**src/rtl/envelope_detector_pkg.sv**
```systemverilog
// Shared ADSR constants: phase encodings and detector defaults.
// Common to the envelope generator and the envelope detector.
package envelope_detector_pkg;

  typedef enum logic [1:0] {
    ATTACK  = 2'd0,
    DECAY   = 2'd1,
    SUSTAIN = 2'd2,
    RELEASE = 2'd3
  } phase_t;

  localparam int STEP_DEFAULT   = 480;
  localparam int THRESH_DEFAULT = 64;

  localparam logic [15:0] MAG_MAX = 16'h7fff;

endpackage

```
**src/rtl/envelope_detector_if.sv**
```systemverilog
// Sample-in / envelope-out bundle of the envelope detector.
// master drives samples, slave is the detector.
interface envelope_detector_if;

  logic signed [15:0] sample_in;
  logic               in_ready;
  logic        [15:0] envelope_out;
  logic        [1:0]  phase_out;
  logic               env_valid;

  modport master (
    output sample_in, in_ready,
    input  envelope_out, phase_out, env_valid
  );

  modport slave (
    input  sample_in, in_ready,
    output envelope_out, phase_out, env_valid
  );

endinterface

```
**src/rtl/envelope_detector_abs_sat16.sv**
```systemverilog
// Combinational 16-bit magnitude; -32768 saturates to 32767.
// Output stays within 0..32767.
module abs_sat16
  import envelope_detector_pkg::*;
(
  input  logic signed [15:0] din,
  output logic        [15:0] mag
);

  always_comb begin
    mag = $unsigned(din);
    if (din == 16'sh8000)
      mag = MAG_MAX;
    else if (din[15])
      mag = $unsigned(-din);
  end

endmodule

```
**src/rtl/envelope_detector.sv**
```systemverilog
// Windowed peak envelope follower with ADSR phase classification.
// One result per STEP input strobes, registered with a valid pulse.
module envelope_detector
  import envelope_detector_pkg::*;
#(
  parameter int STEP   = STEP_DEFAULT,
  parameter int THRESH = THRESH_DEFAULT
) (
  input logic          clk,
  input logic          reset,
  envelope_detector_if.slave bus
);

  localparam int CW = (STEP > 1) ? $clog2(STEP) : 1;
  localparam logic [CW-1:0] LAST = CW'(STEP - 1);
  localparam logic signed [16:0] TH = 17'(THRESH);

  logic [CW-1:0] count;
  logic [15:0]   mag;
  logic [15:0]   peak;
  logic [15:0]   prev_peak;
  logic [15:0]   env;
  logic [15:0]   p_close;
  logic [15:0]   env_next;
  logic signed [16:0] delta;
  logic          close;
  logic          rise;
  logic          fall;
  logic          valid;
  phase_t        phase;
  phase_t        phase_next;

  abs_sat16 u_abs (
    .din (bus.sample_in),
    .mag (mag)
  );

  always_comb begin
    close   = bus.in_ready && (count == LAST);
    p_close = (mag > peak) ? mag : peak;
    delta   = $signed({1'b0, p_close})
            - $signed({1'b0, prev_peak});
    rise    = delta > TH;
    fall    = delta < -TH;
    // Decay moves 1/8 of the gap; never crosses below P.
    env_next = (p_close >= env) ? p_close
             : env - ((env - p_close) >> 3);
  end

  always_comb begin
    phase_next = phase;
    if (close) begin
      unique case (phase)
        RELEASE: if (rise) phase_next = ATTACK;
        ATTACK, DECAY: begin
          unique case (1'b1)
            rise:    phase_next = ATTACK;
            fall:    phase_next = DECAY;
            default: phase_next = SUSTAIN;
          endcase
        end
        SUSTAIN: begin
          unique case (1'b1)
            rise:    phase_next = ATTACK;
            fall:    phase_next = RELEASE;
            default: phase_next = SUSTAIN;
          endcase
        end
        default: phase_next = RELEASE;
      endcase
    end
  end

  always_ff @(posedge clk) begin
    if (!reset) begin
      count     <= '0;
      peak      <= '0;
      prev_peak <= '0;
      env       <= '0;
      phase     <= RELEASE;
      valid     <= 1'b0;
    end else begin
      valid <= close;
      phase <= phase_next;
      if (bus.in_ready) begin
        if (close) begin
          count     <= '0;
          peak      <= '0;
          prev_peak <= p_close;
          env       <= env_next;
        end else begin
          count <= count + CW'(1);
          peak  <= p_close;
        end
      end
    end
  end

  assign bus.envelope_out = env;
  assign bus.phase_out    = phase;
  assign bus.env_valid    = valid;

endmodule

```
**src/flat_wrapper.sv**
```systemverilog
// flat-port wrapper written by rule: the top's interface ports become plain ports
module envelope_detector_flat import envelope_detector_pkg::*;
#(
  parameter int STEP   = STEP_DEFAULT,
  parameter int THRESH = THRESH_DEFAULT
)
  (clk, reset, bus_sample_in, bus_in_ready, bus_envelope_out, bus_phase_out, bus_env_valid);
  envelope_detector_if bus_i ();
  input logic clk;
  input logic reset;
  input wire logic [$bits(bus_i.sample_in)-1:0] bus_sample_in;
  input wire logic [$bits(bus_i.in_ready)-1:0] bus_in_ready;
  output wire logic [$bits(bus_i.envelope_out)-1:0] bus_envelope_out;
  output wire logic [$bits(bus_i.phase_out)-1:0] bus_phase_out;
  output wire logic [$bits(bus_i.env_valid)-1:0] bus_env_valid;
  assign bus_i.sample_in = bus_sample_in;
  assign bus_i.in_ready = bus_in_ready;
  assign bus_envelope_out = bus_i.envelope_out;
  assign bus_phase_out = bus_i.phase_out;
  assign bus_env_valid = bus_i.env_valid;
  envelope_detector #(.STEP(STEP), .THRESH(THRESH)) u_core (.clk(clk), .reset(reset), .bus(bus_i));
endmodule
```
**config.mk**
```make
export PLATFORM = sky130hd
export DESIGN_NAME = envelope_detector_flat
export DESIGN_NICKNAME = d
export VERILOG_FILES = /design/src/rtl/envelope_detector_pkg.sv /design/src/rtl/envelope_detector_if.sv /design/src/rtl/envelope_detector_abs_sat16.sv /design/src/rtl/envelope_detector.sv /design/src/flat_wrapper.sv
export SDC_FILE = /design/constraint.sdc
export NUM_CORES = 1
export LEC_CHECK = 0
export CAP_MARGIN = 20
export CELL_PAD_IN_SITES_DETAIL_PLACEMENT = 1
export CELL_PAD_IN_SITES_GLOBAL_PLACEMENT = 2
export CORE_MARGIN = 2
export CORE_UTILIZATION = 37
export DETAILED_ROUTE_END_ITERATION = 10
export PLACE_DENSITY = 0.91
export SLEW_MARGIN = 20
export SYNTH_ARGS = -nofsm -noshare
export SYNTH_HDL_FRONTEND = slang
export SYNTH_HIERARCHICAL = 1
export SYNTH_SLANG_ARGS = --single-unit
export TNS_END_PERCENT = 20
```
**constraint.sdc**
```tcl
create_clock -name clk -period 8.5 [get_ports clk]
set_clock_uncertainty 0.2 [all_clocks]
set_input_delay 0.85 -clock clk [delete_from_list [all_inputs] [get_ports clk]]
set_output_delay 0.85 -clock clk [all_outputs]
set_load 0.005 [all_outputs]
```
==> run metrics <==
status completed; Post-Syn Instances 711; Root Driver clkbuf_16; CP Depth 32; WL/cell 19.5 um; core area 15100 um2; Crit. End Element register; required time worst endpoint 8.57 ns; CTS tree built; leakage 2.79 nW; nets 847; Worst path max stage delay 0.48 ns; Ys Warns 6; initial antenna violation count 0; Slew Viols, Final 0; Main synth FF type dfxtp_1; largest area contributor in the netlist dfxtp_1; Reg clk slew, reported paths 0.06 ns; Final ANT Viol Nets 0; Crit Path Max Fanout 10; NetSw 465 uW; port buffer count 37; M2 GR Usage 40.1%; part of the power in registers 24.3%; Critical Path AT 8.35 ns; Final HPWL DP 14.5 mm; Comb power frac 44.3%; met3 usage 2.63%; dpl ws -0.219 ns; busiest grt layer met2; Distinct cells, synth 91; layout cells sized above 1 14.5%; clk sink count 60; io pins 38; row count 45; VDD IR max 0.136 mV; R2R depth 25; TritonCTS buffer count 9; vias per cell 5.72; Tcrit/Tclk final 97.4%; Peak Freq 121 MHz; sequential fraction of the synthesis area 21.0%; Internal 733 uW; critical path type input port to register; Pwr Density 177 nW/um2; Post-Syn Nets 793; worst path bufs/invs 2; first-pass GRT wire length 30.3 mm; crit start category input port; number of synthesized flops with an enable pin 0; post-synthesis mux area share 3.27%; clock buffer depth 2; endpoints failing setup 0; FF+latch count, synth 60; vias in the first global route 5785; worst min-delay path class register to register; Synth Area in Compound Gates 26.1%; Worst Slack Setup Final 0.220 ns; die width 128 um; delay-heaviest family, CP compound AO/OA/AOI/OAI gates; Inserted Diodes 0; largest net degree at the start of global routing 63; total of max-cap violations 0; synthesized area per cell 8.03 um2; drt total wl 18.7 mm; gr ovfl total 0; Via Count 5483; Worst path slowest cell or3b_2; clock latency on the worst-skew pair 0.33 ns; Initial Utilization 37.7%; Synth Area in XOR/XNOR 6.57%; CTS Hold Bufs 0; Residual DRC 0; total power 1.20 mW; GRT Util Overall 23.2%; post-synth top area share 21.0%; full die area 16400 um2; Simple-Gate Fraction of Synth Area 21.9%; clock period minus final worst setup slack 8.28 ns; synthesized area 5710 um2; GRT met1 Usage 30.2%; Slew headroom 38.4%; Fin. Hold Viols 0; Die H 128 um; synthesis-to-finish area growth 18.9%; post-synthesis async set-or-reset flop share 0%; synth top area cells dfxtp_1 21%, ha_1 13%, nor2_1 5.3%, inv_1 4.3%, a21oi_1 4.2%; hold path cells 2; CTS H-tree depth 3; Synth Area in Adders 14.1%; Detailed Routing Iterations Pass 1 4; Clock power frac 31.3%; RD Place Congestion 0.864; DRT iter0 DRCs 323; Slew @ Worst Pin 0.921 ns; switching share of power 38.8%; largest family of logic cells by synthesized area compound AO/OA/AOI/OAI gates
==> sequential cells by signal (all words and copies together), names as in the netlist <==
register                 count
u_core/bus.phase_out         2
u_core/peak                 16
u_core/count                 9
u_core/bus.env_valid         1
u_core/bus.envelope_out     16
u_core/prev_peak            16
==> worst register-to-register path, delay by kind of cell (launching register included) <==
family,cells,cell delay [ns]
buffers and inverters,2,0.39
and+or+nand+nor,7,1.44
DFF,1,0.39
AOI/OAI and AO/OA,12,2.86
xor gates and xnor gates,1,0.12
adders and majority gates,3,0.99
==> path summary, 6_finish.rpt <==
path | start | to | slack, ns
worst max register to register | u_core/peak[7]$_SDFFE_PN0P_ | u_core/bus.envelope_out[15]$_SDFFE_PN0P_ | 2.05
worst min-delay path | u_core/prev_peak[3]$_SDFFE_PN0P_ | u_core/prev_peak[3]$_SDFFE_PN0P_ | 0.31
worst min register to register | u_core/prev_peak[3]$_SDFFE_PN0P_ | u_core/prev_peak[3]$_SDFFE_PN0P_ | 0.31
worst max-delay path | bus_sample_in[6] | u_core/bus.envelope_out[15]$_SDFFE_PN0P_ | 0.22
==> cells in the mapped netlist (8+ instances only) <==
master / instances
a31oi_1: 10
nor3_1: 13
ha_1: 61
o21a_1: 8
o21ai_0: 26
xnor2_1: 26
a211oi_1: 22
inv_1: 66
nand2_1: 41
a21oi_1: 48
clkbuf_1: 14
dfxtp_1: 60
xor2_1: 15
mux2i_1: 16
o22ai_1: 17
nor2_1: 81
nand4_1: 11
and2_1: 20
nand3_1: 8
==> layer usage <==
metal	vias up	share of wire, %
li1	2692	-
met5	-	0
met2	89	49
met4	0	1.8
met1	2683	45
met3	19	3.7
==> through the flow <==
stage / util [%] / instance area [um2] / cells / TNS, ns / hold WS [ns]
after global placement: 41.9 / 6350 / 937 / 0 / 0.280
after global routing: 44.8 / 6790 / 958 / -0.0669 / 0.339
after CTS: 43.9 / 6650 / 953 / 0 / 0.310
after detailed placement: 41.9 / 6350 / 937 / -0.592 / 0.296
final: 44.8 / 6790 / 958 / 0 / 0.305
after floorplan: - / 5710 / 711 / 0 / 0.272
==> layout by cell type (no fill, tap or decap), types with 3 or more instances in the layout <==
cell | synthesis | layout
nor2b_1 | 7 | 7
or4_4 | 3 | 3
inv_1 | 66 | 66
xor2_1 | 15 | 15
a211oi_1 | 22 | 22
a31oi_1 | 10 | 10
buf_4 | 0 | 29
mux2i_1 | 16 | 15
nand2_1 | 41 | 40
or2_2 | 7 | 7
nor3_1 | 13 | 12
a21oi_2 | 1 | 5
o311ai_0 | 4 | 4
xnor2_1 | 26 | 26
o31a_1 | 4 | 4
o22ai_1 | 17 | 17
dfxtp_1 | 60 | 60
ha_1 | 61 | 60
and2_1 | 20 | 20
a31o_2 | 3 | 3
a21oi_1 | 48 | 44
clkbuf_16 | 0 | 9
o21ai_2 | 3 | 3
o2111ai_1 | 4 | 4
nand3_1 | 8 | 8
nand4_1 | 11 | 11
nor4_4 | 1 | 3
o21ai_0 | 26 | 25
dlymetal6s2s_1 | 0 | 3
o21a_1 | 8 | 8
and3_1 | 6 | 6
a21o_1 | 7 | 7
nor2_1 | 81 | 80
clkdlybuf4s50_1 | 0 | 34
nand2b_1 | 7 | 7
nor4_1 | 4 | 3
clkinv_4 | 0 | 3
==> power by group through the flow <==
stage / Sequential (mW) / Combinational (mW) / Clock (mW)
2_1_floorplan: 0.297 / 0.361 / 0
3_3_place_gp: 0.297 / 0.489 / 0
3_5_place_dp: 0.298 / 0.511 / 0
4_1_cts: 0.292 / 0.516 / 0.382
5_1_grt: 0.292 / 0.584 / 0.395
6_report: 0.292 / 0.532 / 0.375
==> cell families (layout without fill, tap and decap cells) <==
kind of cell,after synthesis,count (layout)
xor+xnor,42,42
fa+ha+maj,63,63
compound gates,204,204
flops,60,60
buf+inv,90,149
simple gates,234,234
mux,18,18
==> repair_timing <==
| item | 4_1_cts | 5_1_grt |
|---|---|---|
| buffers inserted | 0 | 5 |
| endpoints found under the setup margin | 0 | 6 |
| gates resized for setup | 0 | 23 |
==> area by class of cell <==
type	instances	area (um2)
clock buffers	9	225
flip-flops and latches	60	1200
fillers	1862	8360
repair buffers	66	596
inverters	67	251
well taps	188	235
multi-input cells	561	4210
clock inverters	7	75.1
(Power assumes the default switching activity.)
